$ cat src/rtl/inst_mem_responder.sv
// Instruction-side memory responder: fetch requests read a synchronous SRAM, and the words
// return in order through a response FIFO with an optional per-response wait (INST_RESP_RAND_DELAY_EN).
module inst_mem_responder #(
  parameter int ADDR_WIDTH = 10,
  parameter int RESP_DEPTH = 4,
  parameter int LATENCY    = 0
) (
  input  logic                  clk,
  input  logic                  rst,
  input  logic [31:0]           pc,
  input  logic                  Inst_Req_Valid,
  output logic                  Inst_Req_Ready,
  output logic [31:0]           Instruction,
  output logic                  Inst_Valid,
  input  logic                  Inst_Ready,
  output logic                  mem_ren,
  output logic [ADDR_WIDTH-1:0] mem_addr,
  input  logic [31:0]           mem_rdata
);

  localparam int PW = (RESP_DEPTH > 1) ? $clog2(RESP_DEPTH) : 1;
  localparam int OW = $clog2(RESP_DEPTH + 1);

  typedef enum logic [1:0] {
    IDLE    = 2'd0,
    WAIT    = 2'd1,
    PRESENT = 2'd2
  } state_t;

  logic [31:0]   fifo [RESP_DEPTH];
  logic [PW-1:0] wr_ptr;
  logic [PW-1:0] rd_ptr;
  logic [OW-1:0] count;
  logic [OW-1:0] occ;
  logic          rd_pending;
  state_t        state;
  state_t        state_next;
  logic [4:0]    cnt;
  logic [4:0]    cnt_next;
  logic [4:0]    load_wait;
  logic          fire;
  logic          push;
  logic          pop;

  // Ready depends only on registered credit so Inst_Ready never reaches it combinationally.
  assign Inst_Req_Ready = ~rst & (occ != OW'(RESP_DEPTH));
  assign fire           = Inst_Req_Valid & Inst_Req_Ready;
  assign mem_ren        = fire;
  assign mem_addr       = rst ? {ADDR_WIDTH{1'b0}} : pc[ADDR_WIDTH+1:2];
  assign push           = rd_pending;
  assign pop            = (state == PRESENT) & Inst_Ready;

`ifdef INST_RESP_RAND_DELAY_EN
  logic [15:0] lfsr;

  always_ff @(posedge clk) begin
    if (rst) begin
      lfsr <= 16'hACE1;
    end else begin
      lfsr <= {lfsr[14:0], lfsr[15] ^ lfsr[13] ^ lfsr[12] ^ lfsr[10]};
    end
  end

  assign load_wait = 5'(LATENCY) + {3'b000, lfsr[1:0]};
`else
  assign load_wait = 5'(LATENCY);
`endif

  always_ff @(posedge clk) begin
    if (rst) begin
      rd_pending <= 1'b0;
      wr_ptr     <= '0;
      rd_ptr     <= '0;
      count      <= '0;
      occ        <= '0;
      state      <= IDLE;
      cnt        <= 5'd0;
    end else begin
      rd_pending <= fire;
      state      <= state_next;
      cnt        <= cnt_next;
      if (push) begin
        wr_ptr <= wr_ptr + PW'(1);
      end
      if (pop) begin
        rd_ptr <= rd_ptr + PW'(1);
      end
      case ({push, pop})
        2'b10:   count <= count + OW'(1);
        2'b01:   count <= count - OW'(1);
        default: count <= count;
      endcase
      case ({fire, pop})
        2'b10:   occ <= occ + OW'(1);
        2'b01:   occ <= occ - OW'(1);
        default: occ <= occ;
      endcase
    end
  end

  // Storage needs no reset; validity is tracked entirely by the pointers and count.
  always_ff @(posedge clk) begin
    if (push) begin
      fifo[wr_ptr] <= mem_rdata;
    end
  end

  always_comb begin
    state_next = state;
    cnt_next   = cnt;
    case (state)
      IDLE: begin
        if (push) begin
          if (load_wait != 5'd0) begin
            state_next = WAIT;
            cnt_next   = load_wait;
          end else begin
            state_next = PRESENT;
          end
        end else begin
          state_next = IDLE;
        end
      end
      WAIT: begin
        cnt_next = cnt - 5'd1;
        if (cnt == 5'd1) begin
          state_next = PRESENT;
        end else begin
          state_next = WAIT;
        end
      end
      PRESENT: begin
        // A word being written this cycle counts as the next head.
        if (pop) begin
          if ((count > OW'(1)) || push) begin
            if (load_wait != 5'd0) begin
              state_next = WAIT;
              cnt_next   = load_wait;
            end else begin
              state_next = PRESENT;
            end
          end else begin
            state_next = IDLE;
          end
        end else begin
          state_next = PRESENT;
        end
      end
      default: begin
        state_next = IDLE;
        cnt_next   = 5'd0;
      end
    endcase
  end

  always_comb begin
    if (state == PRESENT) begin
      Inst_Valid  = 1'b1;
      Instruction = fifo[rd_ptr];
    end else begin
      Inst_Valid  = 1'b0;
      Instruction = 32'h0000_0000;
    end
  end

endmodule

$ cat config.mk
export PLATFORM = sky130hd
export DESIGN_NAME = inst_mem_responder
export DESIGN_NICKNAME = d
export VERILOG_FILES = /design/src/rtl/inst_mem_responder.sv
export SDC_FILE = /design/constraint.sdc
export NUM_CORES = 1
export LEC_CHECK = 0
export CORE_UTILIZATION = 51
export CTS_BUF_LIST = sky130_fd_sc_hd__clkbuf_16
export DETAILED_ROUTE_END_ITERATION = 6
export GPL_TIMING_DRIVEN = 0
export PLACE_DENSITY = 0.89
export SLEW_MARGIN = 10
export SYNTH_ARGS = -nofsm -noshare
export SYNTH_HDL_FRONTEND = slang
export SYNTH_SLANG_ARGS = --single-unit
$ cat constraint.sdc
create_clock -name clk -period 3.5 [get_ports clk]
set_input_delay 0.525 -clock clk [delete_from_list [all_inputs] [get_ports clk]]
set_output_delay 0.525 -clock clk [all_outputs]
set_load 0.05 [all_outputs]
==> report_table.html <==
<table>
<tr><th>Metric</th><th>Value</th></tr>
<tr><th colspan="2">Floorplan</th></tr>
<tr><td>Cell Rows</td><td>39</td></tr>
<tr><td>Die footprint</td><td>~12000 um^2</td></tr>
<tr><td>Initial Utilization</td><td>0.522</td></tr>
<tr><td>Die Ht</td><td>roughly 110 um</td></tr>
<tr><td>X dimension of the die</td><td>110 um</td></tr>
<tr><td>Count of boundary I/O pins</td><td>113</td></tr>
<tr><td>Core ar.</td><td>11400 um^2</td></tr>
<tr><th colspan="2">STA</th></tr>
<tr><td>Tightest Pin Transition</td><td>0.531 ns</td></tr>
<tr><td>Final setup skew</td><td>around 0.0055 ns</td></tr>
<tr><td>Remaining max-slew budget at the tightest pin</td><td>0.645</td></tr>
<tr><td>Final hold violation count</td><td>0</td></tr>
<tr><td>Ratio of final minimum period to clock period</td><td>0.910</td></tr>
<tr><td>Setup violation total in the final timing report</td><td>0</td></tr>
<tr><td>Setup TNS after final layout</td><td>0 ns</td></tr>
<tr><td>Setup repair after global routing missed its margin</td><td>no</td></tr>
<tr><td>Fmax</td><td>314 MHz</td></tr>
<tr><td>Slew Viols, Final</td><td>0</td></tr>
<tr><td>Time the final worst path needs with I/O delays and setup</td><td>3.19 ns</td></tr>
<tr><th colspan="2">Outcome</th></tr>
<tr><td>Run status</td><td>finished, final reports clean</td></tr>
<tr><th colspan="2">Synth</th></tr>
<tr><td>Warnings, synthesis</td><td>0</td></tr>
<tr><td>Synthesized area</td><td>around 5900 um^2</td></tr>
<tr><td>Number of flops mapped to enable cells by yosys</td><td>128</td></tr>
<tr><td>Seq/Total Area, Yosys</td><td>0.715</td></tr>
<tr><td>Top-count cell post-synth</td><td>edfxtp_1</td></tr>
<tr><td>Unique cell type count in the Yosys netlist</td><td>31</td></tr>
<tr><td>Post-Syn Nets</td><td>400</td></tr>
<tr><td>Async S/R FF share, synth</td><td>0</td></tr>
<tr><td>Cell types with the largest area share after synthesis</td><td>edfxtp_1 (65%), mux4_2 (11%), dfxtp_1 (6.7%)</td></tr>
<tr><td>Number of register bits inferred by synthesis</td><td>148</td></tr>
<tr><td>Cell taking the most area after synthesis</td><td>edfxtp_1</td></tr>
<tr><td>Mean post-synth cell area</td><td>18.6 um^2</td></tr>
<tr><td>Share of the synthesized area in the top cell type</td><td>0.647</td></tr>
<tr><td>Cell count after synthesis</td><td>320</td></tr>
<tr><td>Commonest register cell after synthesis</td><td>edfxtp_1</td></tr>
<tr><td>Top post-synthesis cells by count</td><td>edfxtp_1 (128), and2_1 (38), mux4_2 (30), dfxtp_1 (20), nor2_1 (15)</td></tr>
<tr><th colspan="2">Placement</th></tr>
<tr><td>RePlAce Congestion</td><td>0.714</td></tr>
<tr><td>Area after detailed placement</td><td>7130 um^2</td></tr>
<tr><td>IO buf count</td><td>90</td></tr>
<tr><td>Placed Cells incl. Taps</td><td>roughly 560</td></tr>
<tr><td>DPL Wire Length</td><td>7.08 mm</td></tr>
<tr><th colspan="2">Setup path</th></tr>
<tr><td>CP cell instances</td><td>nor2b_2 &gt; clkbuf_1 &gt; and2_1 &gt; clkdlybuf4s50_1</td></tr>
<tr><td>Kind of cell with the highest combined delay on the critical path</td><td>buffers and inverters</td></tr>
<tr><td>Startpoint type of the worst setup path</td><td>register</td></tr>
<tr><td>Data required time of the worst path</td><td>2.97 ns</td></tr>
<tr><td>Library cell contributing the largest single delay on the critical path</td><td>clkdlybuf4s50_1</td></tr>
<tr><td>Arrival time at the worst endpoint</td><td>between 2 and 3 ns</td></tr>
<tr><td>Kind of end point of the critical path</td><td>primary output</td></tr>
<tr><td>Launch point of the worst path</td><td>state[1]</td></tr>
<tr><td>Worst Path Max Fanout</td><td>10</td></tr>
<tr><td>Critical R2R Launch</td><td>state[0]</td></tr>
<tr><td>CP max stage delay</td><td>0.83 ns</td></tr>
<tr><td>Startpoint-to-endpoint class of the critical path</td><td>reg2out</td></tr>
<tr><td>CP Buf/Inv Count</td><td>2</td></tr>
<tr><th colspan="2">Clocking</th></tr>
<tr><td>Clock buffer count from CTS</td><td>17</td></tr>
<tr><td>Register clock-pin slew on the reported worst setup and hold paths</td><td>0.06 ns</td></tr>
<tr><td>CTS Root Cell</td><td>clkbuf_16</td></tr>
<tr><td>TritonCTS clock tree</td><td>yes</td></tr>
<tr><td>TritonCTS sink count</td><td>148</td></tr>
<tr><td>Number of cells upsized or downsized after cts</td><td>0</td></tr>
<tr><td>Post-CTS Setup Inserts</td><td>0</td></tr>
<tr><td>Later-pin clock latency in the skew report</td><td>0.41 ns</td></tr>
<tr><td>Number of hold buffers added after cts</td><td>0</td></tr>
<tr><td>H-tree depth reported by CTS</td><td>4</td></tr>
<tr><td>Maximum number of buffers from clock root to sink</td><td>2</td></tr>
<tr><th colspan="2">Finish</th></tr>
<tr><td>Post-route core utilization</td><td>0.680</td></tr>
<tr><td>Number of inserted filler cells in the final layout</td><td>745</td></tr>
<tr><td>Final Net Count</td><td>513</td></tr>
<tr><td>Synthesis-to-layout area growth</td><td>30.2%</td></tr>
<tr><td>Diodes inserted</td><td>0</td></tr>
<tr><td>Ratio of cells with drive above 1 in the final layout</td><td>0.169</td></tr>
<tr><td>Final standard cell area without fillers</td><td>7730 um^2</td></tr>
<tr><td>Non-filler instance count after layout</td><td>588</td></tr>
<tr><th colspan="2">Drt</th></tr>
<tr><td>Post-route antenna net violation count</td><td>0</td></tr>
<tr><td>Mean routed wirelength per cell</td><td>18.8 um</td></tr>
<tr><td>Vias after detailed routing</td><td>3144</td></tr>
<tr><td>Total wirelength of the detailed-routed design</td><td>approximately 11 mm</td></tr>
<tr><td>Iter 0 DRT Violations</td><td>~160</td></tr>
<tr><td>Number of remaining DRC errors</td><td>0</td></tr>
<tr><td>Number of search-and-repair iterations in the first detailed-routing pass</td><td>6</td></tr>
<tr><td>Post-DR vias/cell</td><td>between 5 and 6</td></tr>
<tr><th colspan="2">Power</th></tr>
<tr><td>Part of the total power dissipated in combinational logic</td><td>0.095</td></tr>
<tr><td>Internal power contribution</td><td>3.32 mW</td></tr>
<tr><td>Sequential fraction of design power</td><td>0.470</td></tr>
<tr><td>Pwr/cell area</td><td>546 nW/um^2</td></tr>
<tr><td>Portion of total power attributed to the clock network</td><td>0.435</td></tr>
<tr><td>Max IR drop VDD</td><td>about 0.00036 V</td></tr>
<tr><td>Net Sw Power</td><td>899 uW</td></tr>
<tr><td>Leak Pwr</td><td>2.59 nW</td></tr>
<tr><td>Sw Share</td><td>0.213</td></tr>
<tr><th colspan="2">GRT</th></tr>
<tr><td>GR Overflow Total</td><td>0</td></tr>
<tr><td>Via count of the first global-routing pass</td><td>around 3300</td></tr>
<tr><td>Total routing resource utilization after global routing</td><td>0.205</td></tr>
<tr><td>Largest net degree at the start of global routing</td><td>18</td></tr>
<tr><td>Initial antenna violation count</td><td>0</td></tr>
<tr><td>Wire length of the first global-routing pass</td><td>between 15 and 20 mm</td></tr>
<tr><th colspan="2">Min path</th></tr>
<tr><td>HP Start</td><td>occ[1]</td></tr>
<tr><td>Tightest Hold Check Type</td><td>reg2reg</td></tr>
<tr><th colspan="2">Job</th></tr>
<tr><td>Max-cap violation count</td><td>0</td></tr>
</table>
==> flip-flops by register name, indices dropped and copies added, names as in the netlist, named ones only <==
signal and count:
fifo 128, cnt 5, wr_ptr 2, occ 3, rd_ptr 2, push 1, count 3, state 2
==> cell families after synthesis <==
family,after synthesis,share of synthesized area
AO/OA/AOI/OAI,13,0.0135
XOR/XNOR,10,0.0148
adder cells (fa/ha/maj),12,0.0266
buffers and inverters,25,0.0263
flip-flops,148,0.715
multiplexers,35,0.128
AND/OR/NAND/NOR,77,0.0763
==> stage by stage <==
step	worst slack [ns]	hold WS [ns]	total power [mW]
floorplan	0.922	0.452	2.25
global placement	0.619	0.459	2.40
detailed placement	0.593	0.481	2.42
CTS	0.116	0.492	4.25
global route	0.136	0.527	4.34
finish	0.314	0.491	4.22
==> placed cells by master, fill, tap and decap left out, types with 3 or more instances in the layout <==
cell type and n:
edfxtp_1 128, clkdlybuf4s50_1 90, dfxtp_1 20, mux4_2 30, nor2_1 15, and2_2 4
mux2i_1 3, bufinv_16 4, nor2b_1 10, clkbuf_1 5, and2_1 34, ha_1 11
buf_16 4, a21oi_1 4, buf_12 3, xor2_1 7, clkbuf_16 17, buf_2 5
xnor2_1 3, o21ai_0 3, nor4b_1 3, inv_1 15
==> power by group through the flow <==
stage	sequential [mW]	clock [mW]	combinational, mW
after floorplan	2.02	0	0.239
after global placement	2.02	0	0.380
after detailed placement	2.02	0	0.402
after CTS	1.98	1.86	0.405
after global routing	1.99	1.93	0.427
final	1.98	1.83	0.401
==> layer usage <==
layer | vias to the layer above | GRT usage | share of wire
met1 | 1589 | 0.251 | 0.41
met5 | - | 0 | 0
met2 | 96 | 0.340 | 0.52
met4 | 0 | 0.0752 | 0.013
li1 | 1444 | - | -
met3 | 15 | 0.0670 | 0.055
==> area by class of cell <==
cell class | instances | area, um^2 | area share
inverter | 11 | 41.3 | 0.00534
timing repair buffer | 94 | 1010 | 0.131
buffer | 14 | 115 | 0.0149
multi-input combinational | 147 | 1540 | 0.200
clock buffer | 17 | 425 | 0.0550
sequential | 148 | 4240 | 0.549
tap | 143 | 179 | 0.0231
clock inverter | 14 | 173 | 0.0223
==> tightest hold or removal path, stage by stage, from the launching register on <==
cell and delay [ns]:
dfxtp_1 0.32, a21oi_1 0.06, nor2_1 0.07
==> worst paths after layout <==
path | end | slack [ns] | cells past startpoint
min reg2reg | occ[1] | 0.49 | 2
min | occ[1] | 0.49 | 2
max reg2reg | occ[2] | 1.34 | 9
max | Instruction[10] | 0.31 | 4
Note: power is estimated with default switching activity, not from simulation.
